**src/rtl/hazard_scoreboard.sv**
```systemverilog
// Issue-side hazard scoreboard: shadows in-flight register writers from EXE to WB
// and stalls ID when an operand cannot be supplied by the forwarding network.
module hazard_scoreboard #(
    parameter int DEPTH        = 3,
    parameter int FWD_EN       = 1,
    parameter int FLUSH_STAGES = 1
) (
    input  logic        i_clk,
    input  logic        i_rst_n,
    input  logic        i_issue_valid,
    input  logic        i_issue_wb_en,
    input  logic        i_issue_is_ld,
    input  logic [3:0]  i_issue_dest,
    input  logic [3:0]  i_src1,
    input  logic [3:0]  i_src2,
    input  logic        i_two_src,
    input  logic        i_mem_stall,
    input  logic        i_flush,
    output logic        o_hazard,
    output logic        o_issue_fire,
    output logic [15:0] o_pending,
    output logic [2:0]  o_inflight
);

    logic [DEPTH-1:0] r_vld;
    logic [DEPTH-1:0] r_wb_en;
    logic [DEPTH-1:0] r_is_ld;
    logic [3:0]       r_dest [DEPTH];
    logic [2:0]       r_inflight;

    logic [DEPTH-1:0] w_match;
    logic [DEPTH-1:0] w_n_vld;
    logic [DEPTH-1:0] w_n_wb_en;
    logic [DEPTH-1:0] w_n_is_ld;
    logic [3:0]       w_n_dest [DEPTH];
    logic [2:0]       w_n_inflight;

    // With forwarding only a load still in EXE cannot supply its result in time.
    always_comb begin
        w_match = '0;
        for (int k = 0; k < DEPTH; k++) begin
            w_match[k] = r_vld[k] & r_wb_en[k] &
                         ((r_dest[k] == i_src1) | (i_two_src & (r_dest[k] == i_src2)));
        end
        if (FWD_EN != 0) begin
            o_hazard = i_issue_valid & r_is_ld[0] & w_match[0];
        end else begin
            o_hazard = i_issue_valid & (|w_match);
        end
        o_issue_fire = i_issue_valid & ~o_hazard & ~i_mem_stall;
    end

    always_comb begin
        o_pending = '0;
        for (int k = 0; k < DEPTH; k++) begin
            if (r_vld[k] && r_wb_en[k]) begin
                o_pending[r_dest[k]] = 1'b1;
            end
        end
    end

    // Flush is applied to the post-shift values, so it also kills a new stage-0 entry.
    always_comb begin
        w_n_vld   = r_vld;
        w_n_wb_en = r_wb_en;
        w_n_is_ld = r_is_ld;
        w_n_dest  = r_dest;
        if (!i_mem_stall) begin
            for (int k = DEPTH - 1; k >= 1; k--) begin
                w_n_vld[k]   = r_vld[k-1];
                w_n_wb_en[k] = r_wb_en[k-1];
                w_n_is_ld[k] = r_is_ld[k-1];
                w_n_dest[k]  = r_dest[k-1];
            end
            w_n_vld[0]   = o_issue_fire;
            w_n_wb_en[0] = o_issue_fire & i_issue_wb_en;
            w_n_is_ld[0] = o_issue_fire & i_issue_is_ld;
            w_n_dest[0]  = o_issue_fire ? i_issue_dest : 4'd0;
        end
        if (i_flush) begin
            for (int k = 0; k < FLUSH_STAGES && k < DEPTH; k++) begin
                w_n_vld[k]   = 1'b0;
                w_n_wb_en[k] = 1'b0;
                w_n_is_ld[k] = 1'b0;
                w_n_dest[k]  = 4'd0;
            end
        end
        w_n_inflight = '0;
        for (int k = 0; k < DEPTH; k++) begin
            w_n_inflight = w_n_inflight + {2'b00, w_n_vld[k] & w_n_wb_en[k]};
        end
    end

    always_ff @(posedge i_clk or negedge i_rst_n) begin
        if (!i_rst_n) begin
            r_vld      <= '0;
            r_wb_en    <= '0;
            r_is_ld    <= '0;
            r_inflight <= '0;
            for (int k = 0; k < DEPTH; k++) begin
                r_dest[k] <= 4'd0;
            end
        end else begin
            r_vld      <= w_n_vld;
            r_wb_en    <= w_n_wb_en;
            r_is_ld    <= w_n_is_ld;
            r_inflight <= w_n_inflight;
            for (int k = 0; k < DEPTH; k++) begin
                r_dest[k] <= w_n_dest[k];
            end
        end
    end

    assign o_inflight = r_inflight;

endmodule
```
**config.mk**
```make
export PLATFORM = sky130hd
export DESIGN_NAME = hazard_scoreboard
export DESIGN_NICKNAME = d
export VERILOG_FILES = /design/src/rtl/hazard_scoreboard.sv
export SDC_FILE = /design/constraint.sdc
export NUM_CORES = 1
export LEC_CHECK = 0
export CORE_MARGIN = 2
export CORE_UTILIZATION = 25
export CTS_BUF_LIST = sky130_fd_sc_hd__clkbuf_16
export CTS_CLUSTER_DIAMETER = 200
export CTS_CLUSTER_SIZE = 40
export DETAILED_ROUTE_END_ITERATION = 7
export GPL_TIMING_DRIVEN = 1
export PLACE_DENSITY = 0.58
export REMOVE_ABC_BUFFERS = 1
export SLEW_MARGIN = 20
export SYNTH_ARGS = -nofsm -noshare
export SYNTH_HDL_FRONTEND = slang
export SYNTH_SLANG_ARGS = --single-unit
export TNS_END_PERCENT = 30
```
**constraint.sdc**
```tcl
create_clock -name i_clk -period 2.75 [get_ports i_clk]
set_input_delay 0.6875 -clock i_clk [delete_from_list [all_inputs] [get_ports i_clk]]
set_output_delay 0.6875 -clock i_clk [all_outputs]
set_load 0.1 [all_outputs]
```
== Yosys cells after proc, flatten, opt, wreduce, memory -nomap -nowiden ==
Cells that the tools add are included.

* Bits in registers: 22
* Bits in latches: 0
* Bits in writable memories: 0
* ROM bits: 0
* Input bits: 20
* Output and inout bits: 21
* Logic and storage cells: 59
* Memories kept: 0

* Add/subtract/negate cells: 2
* $mul: 0
* Divide/modulo/power cells: 0
* Order comparisons: 6
* Equal/unequal tests: 3
* Shift operators: 0
* Multiplexer cells: 18
* Bitwise operators: 17
* Reduce and logical (&&, ||, !) cells: 6

{| class="wikitable"
|+ Operator list
! operator !! number
|-
| two-way mux 16 bit || 3
|-
| OR 16 bit || 2
|-
| less-than comparator 4 x 5 -> 1 bit (second input constant) || 3
|-
| AND 1 bit || 12
|-
| demux 1 bit (select 4 bit) || 3
|-
| >= comparator 4 x 1 -> 1 bit (second input constant) || 3
|-
| two-way mux 12 bit || 1
|-
| == test 4 bit || 2
|-
| two-way mux 4 bit || 2
|-
| two-way mux 1 bit || 7
|-
| logical AND 1 bit || 6
|-
| two-way mux 3 bit || 2
|-
| adder 2 x 1 -> 3 bit || 1
|-
| adder 1 x 1 -> 2 bit || 1
|-
| != test 2 x 1 -> 1 bit (second input constant) || 1
|-
| NOT 1 bit || 2
|-
| OR 1 bit || 1
|}

== Depth between registers and ports, before layout ==
* Depth in word-level cells: 14
* Depth in mapped cells: 9
* Gate-level depth less buffers: 8

== Worst setup path before layout ==
No wires, ideal clock.

* Path kind: input to output
* From: input port i_src1[1]
* To: output port o_issue_fire
* Arrival: 2.586 ns
* Data required time: 2.062 ns
* Slack: -0.523 ns
* Stages on the path: 5
* Buffers on the path: 0
* Cells stage by stage: xor2_1 nor3_1 nand3_1 o21ai_4 nor2_1

* Cells in the longest elaborated chain, start to end: 7

{| class="wikitable"
|+ RTL lines
! what !! line !! RTL
|-
| start: declaration || 14 || <nowiki>input logic [3:0] i_src1,</nowiki>
|-
| == test 4 bit || 43 || <nowiki>((r_dest[k] == i_src1) | (i_two_src & (r_dest[k] == i_src2)));</nowiki>
|-
| OR 1 bit || 43 ||
|-
| AND 1 bit || 42 || <nowiki>w_match[k] = r_vld[k] & r_wb_en[k] &</nowiki>
|-
| AND 1 bit || 46 || <nowiki>o_hazard = i_issue_valid & r_is_ld[0] & w_match[0];</nowiki>
|-
| net o_hazard || 19 || <nowiki>output logic o_hazard,</nowiki>
|-
| NOT 1 bit || 50 || <nowiki>o_issue_fire = i_issue_valid & ~o_hazard & ~i_mem_stall;</nowiki>
|-
| AND 1 bit (2 in series) || 50 ||
|-
| end: declaration || 20 || <nowiki>output logic o_issue_fire,</nowiki>
|}

The timed path passes the listed nets, and every way through them passes these cells.

== Worst setup path in the final report ==
* From: input port i_issue_valid
* To: output port o_hazard

* Cells in the longest elaborated chain, start to end: 2

{| class="wikitable"
|+ RTL lines
! what !! line !! RTL
|-
| start: declaration || 10 || <nowiki>input logic i_issue_valid,</nowiki>
|-
| AND 1 bit (2 in series) || 46 ||
|-
| end: declaration || 19 ||
|}

Every way passes these cells.

==> flow_summary.yaml <==
outcome:
  outcome: "complete, no violations"
synth:
  seq_area_frac_synth_pct: 37.01
  synthesis.area_um2: 1488
  yosys_warnings: 0
  syn_inst: 168
  synth_cell_type_count: 30
  synth_seq_cells: 22
  synth.avg_cell_area_um2: 8.855
job:
  max_cap_violations: 0
layout:
  final_util_pct: 38.92
  drive_above_1_share_pct: 23.94
  layout.nets: 238
  diodes: 0
  final_cells: 288
  area_growth_pct: 53.07
  final_area_um2: 2277
place:
  gp_congestion: 0.8785
  dp.cells: 283
  hpwl_mm: 2.955
  place_ws_ps: -17.38
  io_buffers: 40
  postPlaceCellArea_um2: 2160
route:
  dr_total_vias: 1378
  avgViaCountPerCell: 4.785
  routedWlPerCell_um: 13.24
  drc: 0
  routed_wl_mm: 3.814
  firstDrtPassIters: 4
  dr.first_iter.drc_count: 64
  ant_nets: 0
global_route:
  gr-usage-all-layers_pct: 12.65
  grt_pass1_wl_mm: 6.555
  met2_usage_pct: 19.59
  grt_pass1_vias: 1341
  grt.met1_usage_pct: 17.43
  grt_max_degree: 23
  antenna_found_initial: 0
  grt_overflow: 0
  busiest_layer: "met2"
  grt.met3_usage_pct: 2.444
timing:
  rsz0062_at_grt: "true"
  period_needed_ps: 2700
  fmax_mhz: 370.4
  postLayoutSetupSlackWorst_ps: 50.27
  hold_viol_final: 0
  max-slew-margin-rel_pct: 65.28
  slew_viol_final: 0
  tightest_slew_ps: 516.9
  period_share_pct: 98.17
  setup_violations: 0
  clock_skew_ps: 1.477
power:
  p_sw_share_pct: 23.08
  p_leak_uw: 0.001005
  ir_worst_vdd_v: 0.0002863
  clockPowerShare_pct: 45.0
  power_frac_seq_pct: 40.4
  intPower_uw: 693.5
  p_per_area_nw_per_um2: 395.9
  power_frac_comb_pct: 14.6
  p_sw_uw: 208.1
critical_path:
  critPathMaxFanout: 3
  worst-path-buf-inv: 3
  cp_top_family: "buffers and inverters"
  slowest_stage: "clkdlybuf4s50_1"
  critPathRequiredTime_ps: 2060
  reg2reg_slack_ps: 620
  crit_type: "input pin to primary output"
  critPathArrivalTime_ps: 2010
  end_kind: "primary output"
  worstPathCellList: "clkdlybuf4s50_1 > nand2_1 > nor2_2 > nand3_1 > o21ai_4 > buf_4 > buf_12"
  crit_path_start_kind: "input pin"
  slowest_delay_ps: 510
clock_tree:
  cts_num_sinks: 22
  cts_root_buffer: "clkbuf_16"
  holdBufCountCts: 0
  clk_latency_ps: 250
  clk_pin_slew_worst_paths_ps: 60
  htree_levels: 1
  cts_tree: "built"
  cts.path.max_buffers: 2
  numCtsBuffers: 3
floorplanning:
  die-area_um2: 6584
  start_util_pct: 25.43
  die_h_um: 81.14
  core-area_um2: 5851
  fp.dieW_um: 81.14
  io_pins: 41
  fp-row-count: 28
hold_path:
  hp-class: "register to register"
[repair_timing]
action,CTS,global route
pin swaps,2,1
setup endpoints to repair,1,2
setup buffers,1,0
gates resized for setup,0,1
[power groups by stage]
stage	Sequential [uW]	Clock [uW]	Combinational (uW)
floorplan	370	0	59.6
global placement	369	0	130
detailed placement	370	0	131
CTS	364	416	132
global route	368	428	143
finish	364	406	132
[per-stage QoR]
| step | setup TNS [ps] | hold slack (ps) | power, uW |
|---|---|---|---|
| 3_5_place_dp | -17.38 | 483.3 | 501.2 |
| 6_report | 0 | 489.2 | 901.6 |
| 4_1_cts | 0 | 495.4 | 912.1 |
| 3_3_place_gp | -9.938 | 483.6 | 499.2 |
| 5_1_grt | -52.86 | 533.8 | 938.3 |
| 2_1_floorplan | -523.1 | 391.9 | 429.6 |
[area by class of cell]
type,count,area (um2)
Fill cell,563,3573
Clock buffer,3,75.07
Tap cell,75,93.84
Timing Repair Buffer,50,648.1
Sequential cell,22,550.5
Inverter,2,7.507
Clock inverter,1,30.03
Multi-Input combinational cell,135,872.1
[cell usage in the layout (no fill, tap or decap), drive strengths merged, types with 6 or more instances in the layout]
cell type,n
clkdlybuf4s50,19
nand3,13
nor2b,8
nor2,9
buf,31
nand2,38
dfrtp,22
a22oi,9
nand3b,7
a32oi,6
mux2,11
nor3,6
[logic make-up (layout without fill, tap and decap cells)]
group | Yosys count | count (layout) | share of synthesized area [%]
multiplexers | 11 | 11 | 8.326
AO/OA/AOI/OAI | 25 | 25 | 13.04
adder cells (fa/ha/maj) | 4 | 4 | 3.869
AND/OR/NAND/NOR | 87 | 87 | 28.34
flip-flops | 22 | 22 | 37.01
XOR/XNOR | 8 | 8 | 4.710
buffers and inverters | 11 | 56 | 4.710
[tightest hold or removal path: stages (launching register included)]
cell,delay [ps]
dfrtp_1,340
nand2_1,50
o21ai_1,60
[synthesized netlist by cell type]
cell | number | share of area, %
nand3_1 | 13 | 4.4
mux2_2 | 11 | 8.3
fa_1 | 1 | 1.3
nand3b_1 | 7 | 3.5
o21ai_0 | 1 | 0.34
nand2_1 | 37 | 9.3
dfrtp_1 | 22 | 37
a22oi_1 | 9 | 4.5
and2_1 | 2 | 0.84
a32oi_1 | 6 | 3.5
nand2b_1 | 1 | 0.42
xor2_1 | 3 | 1.8
clkbuf_1 | 3 | 0.76
nand2_2 | 1 | 0.42
ha_1 | 3 | 2.5
nor3_1 | 6 | 2.0
o21ai_1 | 3 | 1.0
buf_6 | 3 | 2.3
inv_1 | 2 | 0.50
o21ai_4 | 1 | 1.1
nor2b_1 | 8 | 3.4
nor2_2 | 1 | 0.42
nor3b_1 | 2 | 1.0
buf_4 | 1 | 0.50
xnor2_1 | 5 | 2.9
buf_2 | 2 | 0.67
and4_1 | 1 | 0.59
o22ai_1 | 4 | 1.7
nor2_1 | 8 | 2.0
o31ai_2 | 1 | 0.84
[flip-flops by register name, indices dropped and copies added, names as in the netlist]
register / count
r_is_ld: 1
r_dest: 12
o_inflight: 3
r_vld: 3
r_wb_en: 3
[per-layer routing]
metal,vias to the layer above,wire length [um]
li1,681,-
met1,644,1782
met2,46,1700
met3,7,258
met4,0,73
met5,-,0
[worst paths after layout]
kind,start,end,cells past startpoint
max in group asynchronous,i_rst_n,r_dest[6],2
hold reg to reg,r_is_ld[0],r_is_ld[0],2
setup reg to reg,r_dest[9],o_inflight[2],9
min in group asynchronous,i_rst_n,o_inflight[0],2
hold / removal,r_is_ld[0],r_is_ld[0],2
setup / recovery,i_issue_valid,o_hazard,7
Note: power is estimated with default switching activity, not from simulation.
